==> config.mk <==
export PLATFORM = sky130hd
export DESIGN_NAME = kbd_event_sequencer
export DESIGN_NICKNAME = d
export VERILOG_FILES = /design/src/rtl/kbd_pkg.sv /design/src/rtl/ev_fifo.sv /design/src/rtl/kbd_event_sequencer.sv
export SDC_FILE = /design/constraint.sdc
export NUM_CORES = 1
export LEC_CHECK = 0
export ABC_AREA = 1
export BUFFER_PORTS_ARGS = -buffer_cell sky130_fd_sc_hd__buf_4
export CAP_MARGIN = 20
export CORE_MARGIN = 1
export CORE_UTILIZATION = 40
export DETAILED_ROUTE_END_ITERATION = 16
export PLACE_DENSITY = 0.57
export SETUP_SLACK_MARGIN = 0.3
export SLEW_MARGIN = 20
export SYNTH_ARGS = -nofsm -noshare
export SYNTH_HDL_FRONTEND = slang
export SYNTH_SLANG_ARGS = --single-unit
export TNS_END_PERCENT = 1
==> constraint.sdc <==
create_clock -name clk -period 2.6 [get_ports clk]
set_input_delay 0.39 -clock clk [delete_from_list [all_inputs] [get_ports clk]]
set_output_delay 0.39 -clock clk [all_outputs]
set_load 0.01 [all_outputs]
==> src/rtl/kbd_pkg.sv <==
// kbd_pkg: shared encodings, byte constants and event record for the keyboard sequencer
package kbd_pkg;
  typedef enum logic [1:0] {ST_IDLE, ST_GOT_E0, ST_GOT_F0, ST_GOT_E0F0} state_t;
  localparam logic [7:0] B_E0 = 8'hE0;
  localparam logic [7:0] B_F0 = 8'hF0;
  localparam logic [7:0] B_E1 = 8'hE1;
  localparam logic [7:0] B_AA = 8'hAA;
  localparam logic [7:0] B_FA = 8'hFA;
  localparam logic [7:0] B_FE = 8'hFE;
  localparam logic [7:0] B_EE = 8'hEE;
  localparam int EV_W = 11;
  localparam logic [7:0] DIGITS [10] = '{8'h16, 8'h1E, 8'h26, 8'h25, 8'h2E,
                                         8'h36, 8'h3D, 8'h3E, 8'h46, 8'h45};
  typedef struct packed {
    logic       route;
    logic       ext;
    logic       brk;
    logic [7:0] code;
  } ev_t;
  function automatic logic is_digit(input logic [7:0] c);
    is_digit = 1'b0;
    for (int i = 0; i < 10; i++) if (c == DIGITS[i]) is_digit = 1'b1;
  endfunction
  function automatic logic is_discard(input logic [7:0] c);
    is_discard = c == B_E1 || c == B_AA || c == B_FA || c == B_FE || c == B_EE;
  endfunction
endpackage

==> src/rtl/ev_fifo.sv <==
// ev_fifo: synchronous event FIFO; a push into a full FIFO is taken only alongside a pop
module ev_fifo #(
  parameter int DEPTH = 4,
  parameter int W = 11
) (
  input  logic                     clk,
  input  logic                     reset,
  input  logic                     push,
  input  logic                     pop,
  input  logic [W-1:0]             din,
  output logic [W-1:0]             dout,
  output logic [$clog2(DEPTH):0]   count,
  output logic                     full,
  output logic                     empty
);
  localparam int AW = $clog2(DEPTH);
  localparam int CW = AW + 1;
  logic [W-1:0] mem [DEPTH];
  logic [AW-1:0] wr_ptr, rd_ptr;
  logic do_push, do_pop;
  assign full = count == CW'(DEPTH);
  assign empty = count == '0;
  assign do_pop = pop && !empty;
  assign do_push = push && (!full || do_pop);
  assign dout = mem[rd_ptr];
  always_ff @(posedge clk or negedge reset) begin
    if (!reset) begin
      wr_ptr <= '0;
      rd_ptr <= '0;
      count <= '0;
    end else begin
      if (do_push) wr_ptr <= wr_ptr + AW'(1);
      if (do_pop) rd_ptr <= rd_ptr + AW'(1);
      count <= count + CW'(do_push) - CW'(do_pop);
    end
  end
  always_ff @(posedge clk) if (do_push) mem[wr_ptr] <= din;
endmodule

==> src/rtl/kbd_event_sequencer.sv <==
// kbd_event_sequencer: folds PS/2 prefix bytes into key events and routes them to display or PWM
module kbd_event_sequencer
  import kbd_pkg::*;
#(
  parameter int FIFO_DEPTH = 4,
  parameter int TIMEOUT = 50000
) (
  input  logic                          clk,
  input  logic                          reset,
  input  logic                          byte_valid,
  input  logic [7:0]                    byte_in,
  input  logic                          disp_ready,
  input  logic                          pwm_ready,
  output logic                          disp_valid,
  output logic                          pwm_valid,
  output logic [7:0]                    ev_code,
  output logic                          ev_break,
  output logic                          ev_ext,
  output logic [$clog2(FIFO_DEPTH):0]   fifo_count,
  output logic                          overflow
);
  localparam int TW = $clog2(TIMEOUT + 1);
  state_t state;
  logic [TW-1:0] tmo;
  logic is_pre, commit, full, empty, pop;
  ev_t wr_ev, hd_ev;
  always_comb begin
    is_pre = byte_in == B_E0 || byte_in == B_F0;
    commit = byte_valid && !is_pre && (state != ST_IDLE || !is_discard(byte_in));
    wr_ev.ext = state == ST_GOT_E0 || state == ST_GOT_E0F0;
    wr_ev.brk = state == ST_GOT_F0 || state == ST_GOT_E0F0;
    wr_ev.code = byte_in;
    wr_ev.route = !wr_ev.ext && !wr_ev.brk && is_digit(byte_in);
  end
  always_ff @(posedge clk or negedge reset) begin
    if (!reset) begin
      state <= ST_IDLE;
      tmo <= '0;
    end else if (byte_valid) begin
      tmo <= '0;
      state <= state == ST_IDLE ? (byte_in == B_E0 ? ST_GOT_E0 : byte_in == B_F0 ? ST_GOT_F0 : ST_IDLE)
             : state == ST_GOT_E0 ? (byte_in == B_F0 ? ST_GOT_E0F0 : byte_in == B_E0 ? ST_GOT_E0 : ST_IDLE)
             : ST_IDLE;
    end else if (state != ST_IDLE) begin
      // an abandoned prefix returns to IDLE silently after TIMEOUT quiet cycles
      if (tmo == TW'(TIMEOUT - 1)) begin
        state <= ST_IDLE;
        tmo <= '0;
      end else begin
        tmo <= tmo + TW'(1);
      end
    end
  end
  always_ff @(posedge clk or negedge reset) begin
    if (!reset) overflow <= 1'b0;
    else if (commit && full && !pop) overflow <= 1'b1;
  end
  ev_fifo #(.DEPTH(FIFO_DEPTH), .W(EV_W)) u_fifo (
    .clk(clk),
    .reset(reset),
    .push(commit),
    .pop(pop),
    .din(wr_ev),
    .dout(hd_ev),
    .count(fifo_count),
    .full(full),
    .empty(empty)
  );
  assign disp_valid = !empty && !hd_ev.route;
  assign pwm_valid = !empty && hd_ev.route;
  assign ev_code = empty ? 8'h00 : hd_ev.code;
  assign ev_break = !empty && hd_ev.brk;
  assign ev_ext = !empty && hd_ev.ext;
  assign pop = (disp_valid && disp_ready) || (pwm_valid && pwm_ready);
endmodule
==> impl_metrics.json, run 1 <==
{
  "p_leak_nw": 1.71,
  "synthCells": 354,
  "diodes": 0,
  "synth_top_cell_area_share_pct": 38.7,
  "ys_top_cells_by_count": "nor2_1, nand2_1, edfxtp_1",
  "outcome": "finished, final reports clean",
  "ir_drop_v": 0.000271,
  "fp.dieH_um": 94.4,
  "min_path_type": "primary input to register",
  "synth_top_family_by_area": "simple AND/OR/NAND/NOR gates",
  "wl_um": 7100,
  "cp_max_fo": 5,
  "clk_pin_slew_ps": 80,
  "cts_made_buffers": 9,
  "async_reset_ff_share_pct": 37.1,
  "slew_violations": 0,
  "first_iter_violations": 118,
  "tightest_slew_ps": 758,
  "place_congestion": 0.885,
  "setup_viol": 0,
  "path_cells": "inv_2 > nand2_1 > nand3_2 > nand2_1 > nand3_2 > nand2_2 > ha_1 > inv_1 > ha_1 > inv_1 > fa_2 > xnor2_1 > xor2_1",
  "slew_headroom_pct": 49.1,
  "hp-start": "byte_in[6]",
  "yosys.area_share.xor_xnor_pct": 2.31,
  "skew_ps": 4.91,
  "drt_drc_violations_left": 0,
  "fin_tns_setup_ps": 0,
  "critPathRequiredTime_ps": 2880,
  "grt_max_degree": 27,
  "initial_core_util_pct": 41.4,
  "synth_ff_type": "edfxtp_1",
  "drive_gt1_share_pct": 21.7,
  "synth_compound_area_share_pct": 8.53,
  "maxCapViolCount": 0,
  "ioPinCount": 29,
  "synth_area_leaders": "edfxtp_1, dfrtp_1, nor2_1, nand2_1, o21ai_0",
  "cp-end-kind": "register",
  "vias": 2511,
  "port_buffers": 28,
  "die_w_um": 94.4,
  "via_per_inst": 4.96,
  "die_area_um2": 8910,
  "cts_root_buffer": "clkbuf_8",
  "holdPathStages": 1,
  "cts-root-to-sink-buffers": 2,
  "rsz0062_at_grt": "yes",
  "syn-num-nets": 375,
  "netlist_area_um2": 3420,
  "grt_overflow_total": 0,
  "postRouteAntennaNets": 0,
  "wl_per_cell_um": 14.0,
  "h-tree-depth": 3,
  "synth_warnings": 0,
  "dpl.hpwl_um": 4860,
  "regToRegEndpoint": "u_fifo.count[2]",
  "area_delta_synth_final_pct": 18.9,
  "placed_cells": 485,
  "fp-row-count": 33,
  "hold_path_end": "u_fifo.mem[1][6]",
  "register_area_um2": 1970,
  "cp.arrival_ps": 2440,
  "p_per_area_nw_per_um2": 996,
  "tritoncts": "yes",
  "nNetsFinal": 417,
  "cp_slowest_cell": "dfrtp_1",
  "synth_top_area_cell": "edfxtp_1",
  "synth_edf_count": 44,
  "startpoint_type": "register",
  "r2r_cells": 13,
  "yosys.area_share.simple_pct": 22.1,
  "reg2reg_slack_ps": 440,
  "yosysMostFrequentCell": "nor2_1",
  "criticalPathCategory": "register to register",
  "ys_ff_latch": 70,
  "grtUsageTotal_pct": 17.8,
  "core_um2": 8260,
  "instances_no_fill": 506,
  "critPathMaxStageDelay_ps": 430,
  "synth-adder-area-share_pct": 3.15,
  "clkLatencyLatePin_ps": 350,
  "finalCritPeriodShare_pct": 83.1,
  "synth.area.mux_share_pct": 0,
  "fin_crit_ps": 2160,
  "finalHoldViolCount": 0,
  "nFillCells": 786,
  "ys_seq_area_share_pct": 57.7,
  "critPathLaunch": "u_fifo.rd_ptr[0]",
  "grt_pass1_vias": 2342,
  "multi_input_area_um2": 1250,
  "max_freq_mhz": 463,
  "syn_area_per_cell_um2": 9.65,
  "first_pass_iters": 4,
  "antenna_found_initial": 0,
  "yosysUniqueCellTypes": 35,
  "grt_pass1_wl_um": 11700,
  "r2r_start": "u_fifo.rd_ptr[0]",
  "clkSinkCount": 70
}
worst max path at each step:
stage                      end  cells past startpoint
6_report       u_fifo.count[2]                     13
5_1_grt        u_fifo.count[2]                     12
4_1_cts        u_fifo.count[2]                     11
3_5_place_dp   u_fifo.count[2]                     13
3_3_place_gp   u_fifo.count[2]                     13
2_1_floorplan  u_fifo.count[2]                     14
power breakdown:
part	switching (W)	total, W	internal, W
clock network	0.000461	0.00102	0.000555
logic	0.000871	0.00154	0.000664
registers	0.0000891	0.00149	0.00140
total	0.00142	0.00404	0.00262
cell families after synthesis:
logic type,count (synthesis)
XOR/XNOR,9
AND/OR/NAND/NOR,159
adder cells (fa/ha/maj),8
AO/OA/AOI/OAI,55
flip-flops,70
buffers and inverters,53
sequential cells by signal, summed over array words and instances, names as in the netlist:
name,flops
u_fifo.count,3
u_fifo.wr_ptr,2
state,2
overflow,1
u_fifo.mem,44
tmo,16
u_fifo.rd_ptr,2
cell usage in the layout (no fill, tap or decap), types with 2 or more instances in the layout:
cell type and n:
bufinv_16 2, nand3_2 7, nand2_4 2, o21bai_1 2, a21oi_1 19, nor2_2 3, inv_1 34, buf_4 41
nand4_1 11, nor3_1 4, inv_2 8, ha_1 7, and3_1 4, dfrtp_1 25, edfxtp_1 44, nand3_1 6
o21ai_0 27, nor2_1 66, nand2_2 3, clkbuf_8 9, inv_6 2, o21ai_1 3, xor2_1 8, nand2_1 47
nor2_4 2
per-layer routing:
| layer | track usage [%] | vias to the layer above | wire, um |
|---|---|---|---|
| met2 | 27.8 | 47 | 3360 |
| met1 | 23.8 | 1196 | 3390 |
| li1 | - | 1263 | - |
| met4 | 5.26 | 0 | 44 |
| met3 | 5.31 | 5 | 300 |
| met5 | 0 | - | 0 |
cell type report:
class                      instances  area share (%)
clock buffer                       9            3.05
tap                              105            3.24
inverter                          42            3.88
clock inverter                     7            2.59
sequential                        70            48.6
timing repair buffer              42            7.83
multi-input combinational        231            30.8
worst max-delay path: cells and delay by family (launching register included):
family / cells / cell delay (ps)
xor gates and xnor gates: 2 / 360
adders and majority gates: 3 / 740
buffers and inverters: 3 / 200
DFF: 1 / 430
and+or+nand+nor: 5 / 380
stage by stage:
stage	hold WS (ps)	utilization (%)	instance area, um^2	total power (W)	worst slack, ps
after floorplan	94.4	-	3420	0.00238	433
after global placement	329	45.7	3770	0.00298	291
after detailed placement	330	45.7	3770	0.00300	235
after CTS	246	48.5	4010	0.00401	304
after global routing	245	49.2	4060	0.00434	269
final	261	49.2	4060	0.00404	440
timing repair:
action | CTS | global route
resized for setup | 0 | 6
buffers inserted | 0 | 4
endpoints found under the setup margin | 0 | 4
endpoints found under the hold margin | 26 | 0
hold buffers | 1 | 0
No activity file was read; power rests on OpenSTA's default activity.
==> run 2: changes to the inputs <==
--- a/config.mk
+++ b/config.mk
@@ -5,13 +5,13 @@
 export SDC_FILE = /design/constraint.sdc
 export NUM_CORES = 1
 export LEC_CHECK = 0
-export ABC_AREA = 1
+export ABC_AREA = 0
 export BUFFER_PORTS_ARGS = -buffer_cell sky130_fd_sc_hd__buf_4
 export CAP_MARGIN = 20
 export CORE_MARGIN = 1
 export CORE_UTILIZATION = 40
 export DETAILED_ROUTE_END_ITERATION = 16
-export PLACE_DENSITY = 0.57
+export PLACE_DENSITY = 0.59
 export SETUP_SLACK_MARGIN = 0.3
 export SLEW_MARGIN = 20
 export SYNTH_ARGS = -nofsm -noshare
==> constraint.sdc (replaced) <==
create_clock -name clk -period 1.92 [get_ports clk]
set_input_delay 0.288 -clock clk [delete_from_list [all_inputs] [get_ports clk]]
set_output_delay 0.288 -clock clk [all_outputs]
set_load 0.01 [all_outputs]
==> run 2 against run 1 <==
  * The run now ends with setup timing left
  * Largest cell class unchanged
  * Count of clock-buffer cells in the layout unchanged
  * Combinational power increased by 22%
  * Die area decreased by 4.7%
==> impl_metrics.json, run 2 <==
{
  "instances_no_fill": 412,
  "cts-root-to-sink-buffers": 2,
  "dp_slack_ps": -504,
  "die_w_um": 92.2,
  "core_um2": 7810,
  "yosysUniqueCellTypes": 51,
  "violations": "setup timing",
  "clkLatencyLatePin_ps": 340,
  "final_common_cell": "buf_4",
  "fp-row-count": 32,
  "area_delta_synth_final_pct": 29.0,
  "via_per_inst": 5.18,
  "ys_top_cells_by_count": "edfxtp_1, dfrtp_1, nor2_1",
  "critPathRequiredTime_ps": 2150,
  "cp_slowest_cell": "mux4_2",
  "first_iter_violations": 78,
  "wl_um": 6470,
  "synth_top_area_cell": "edfxtp_1",
  "die_area_um2": 8490,
  "synth_area_leaders": "edfxtp_1, dfrtp_1, mux4_2, xnor2_1, ha_1",
  "pwr-share-clk_pct": 23.4,
  "ys_ff_latch": 70,
  "p_sw_share_pct": 30.0,
  "cp.arrival_ps": 2620,
  "p_per_area_nw_per_um2": 1200,
  "grt_overflow_total": 0,
  "yosysMostFrequentCell": "edfxtp_1",
  "fp.dieH_um": 92.2,
  "synth_ff_type": "edfxtp_1",
  "vias": 2133,
  "cp-end-kind": "register",
  "path_cells": "mux4_2 > mux2i_2 > ha_1 > inv_1 > ha_1 > inv_2 > fa_2 > xnor2_2 > xnor2_1",
  "netlist_area_um2": 3250,
  "clkSinkCount": 70,
  "maxCapViolCount": 0,
  "ioPinCount": 29,
  "startpoint_type": "register",
  "finalHoldViolCount": 0,
  "p_switching_w": 0.00151,
  "final_core_util_pct": 53.7,
  "syn_area_per_cell_um2": 13.6,
  "finalCritPeriodShare_pct": 124,
  "p_leak_nw": 1.60,
  "largest_registers": "u_fifo.mem x44, tmo x16, u_fifo.count x3",
  "port_buffers": 28,
  "syn-num-nets": 260,
  "first_pass_iters": 4,
  "synth_warnings": 0,
  "setup_viol": 61,
  "grtUsageTotal_pct": 16.4,
  "finalInstanceArea_um2": 4200,
  "ys_seq_area_share_pct": 60.6,
  "placed_area_um2": 3840,
  "diodes": 0,
  "comb_power_share_pct": 37.3,
  "setup_slack_ps": -468,
  "drt_drc_violations_left": 0,
  "cts_made_buffers": 9,
  "min_path_type": "primary input to register",
  "ir_drop_v": 0.000456,
  "wl_per_cell_um": 15.7,
  "synth_top_cell_area_share_pct": 40.6,
  "criticalPathCategory": "register to register",
  "grt_max_degree": 27,
  "nNetsFinal": 326,
  "placed_cells": 394,
  "largest_register_ffs": 44,
  "crit_buf_inv": 2,
  "fin_crit_ps": 2390,
  "h-tree-depth": 3,
  "grt_pass1_vias": 2123,
  "dpl.hpwl_um": 4470,
  "p_int_w": 0.00353,
  "slew_violations": 0,
  "tightest_slew_ps": 455,
  "final_cell_mix": "buf_4, edfxtp_1, dfrtp_1",
  "grt_pass1_wl_um": 10400,
  "tritoncts": "yes",
  "path_common_cell": "ha_1",
  "largest-register": "u_fifo.mem",
  "max_freq_mhz": 419,
  "place_congestion": 0.814,
  "cts_root_buffer": "clkbuf_8",
  "cp_top_family": "multiplexers",
  "postRouteAntennaNets": 0,
  "slew_headroom_pct": 69.6,
  "rsz0062_at_grt": "yes",
  "outcome": "finished, violations left",
  "antenna_found_initial": 0,
  "async_reset_ff_share_pct": 37.1,
  "critPathMaxStageDelay_ps": 580,
  "synthCells": 239,
  "clk_pin_slew_ps": 80,
  "initial_core_util_pct": 41.7,
  "drive_gt1_share_pct": 40.6,
  "synth_edf_count": 44,
  "power_frac_seq_pct": 39.3,
  "cp_max_fo": 3,
  "skew_ps": 6.27
}
run 2: layer usage:
metal | routed length (um) | track usage [%]
met1 | 2890 | 21.0
met2 | 3310 | 26.4
met3 | 212 | 4.81
met4 | 51 | 5.73
met5 | 0 | 0
run 2: cell type report:
type,instances,area [um^2]
repair buffers,64,515
flip-flops and latches,70,1980
multi-input cells,148,1330
well taps,102,128
inverters,12,45.0
clock inverters,7,72.6
clock buffers,9,124
fillers,675,3610
run 2: power groups by stage:
| stage | combinational [W] | clock [W] | sequential [W] |
|---|---|---|---|
| 2_1_floorplan | 0.00103 | 0 | 0.00204 |
| 6_report | 0.00188 | 0.00118 | 0.00198 |
| 3_3_place_gp | 0.00183 | 0 | 0.00201 |
| 4_1_cts | 0.00189 | 0.00120 | 0.00198 |
| 5_1_grt | 0.00206 | 0.00127 | 0.00200 |
| 3_5_place_dp | 0.00185 | 0 | 0.00201 |
run 2: kinds of logic (layout without fill, tap and decap cells):
| kind of cell | after synthesis | count (layout) | share of synthesized area (%) |
|---|---|---|---|
| and+or+nand+nor | 84 | 84 | 14.5 |
| DFF | 70 | 70 | 60.6 |
| AOI/OAI and AO/OA | 27 | 27 | 6.12 |
| buffers and inverters | 21 | 92 | 2.46 |
| muxes | 15 | 15 | 9.16 |
| xor gates and xnor gates | 14 | 14 | 3.77 |
| adders and majority gates | 8 | 8 | 3.31 |
run 2: repair_timing:
action,4_1_cts,5_1_grt
hold endpoints to repair,26,0
hold buffers,1,0
setup buffers,0,1
pin swaps,9,18
gates resized for setup,11,30
endpoints found under the setup margin,76,80
run 2: worst paths after layout:
| check | startpoint | end | slack [ps] | cells after the start |
|---|---|---|---|---|
| setup / recovery | u_fifo.rd_ptr[0] | u_fifo.count[2] | -470 | 9 |
| hold / removal | byte_in[6] | u_fifo.mem[0][6] | 190 | 1 |
| setup reg to reg | u_fifo.rd_ptr[0] | u_fifo.count[2] | -470 | 9 |
| hold reg to reg | overflow | overflow | 480 | 2 |
| max in group asynchronous | reset | tmo[0] | 1240 | 2 |
| min in group asynchronous | reset | tmo[13] | 400 | 2 |
run 2: per-stage QoR:
stage | total power (W) | hold slack, ps | TNS, ps
after floorplan | 0.00307 | -7.59 | -13130
after global placement | 0.00384 | 224 | -13300
after detailed placement | 0.00386 | 219 | -14880
after CTS | 0.00508 | 171 | -10700
after global routing | 0.00533 | 175 | -15240
final | 0.00503 | 186 | -9700
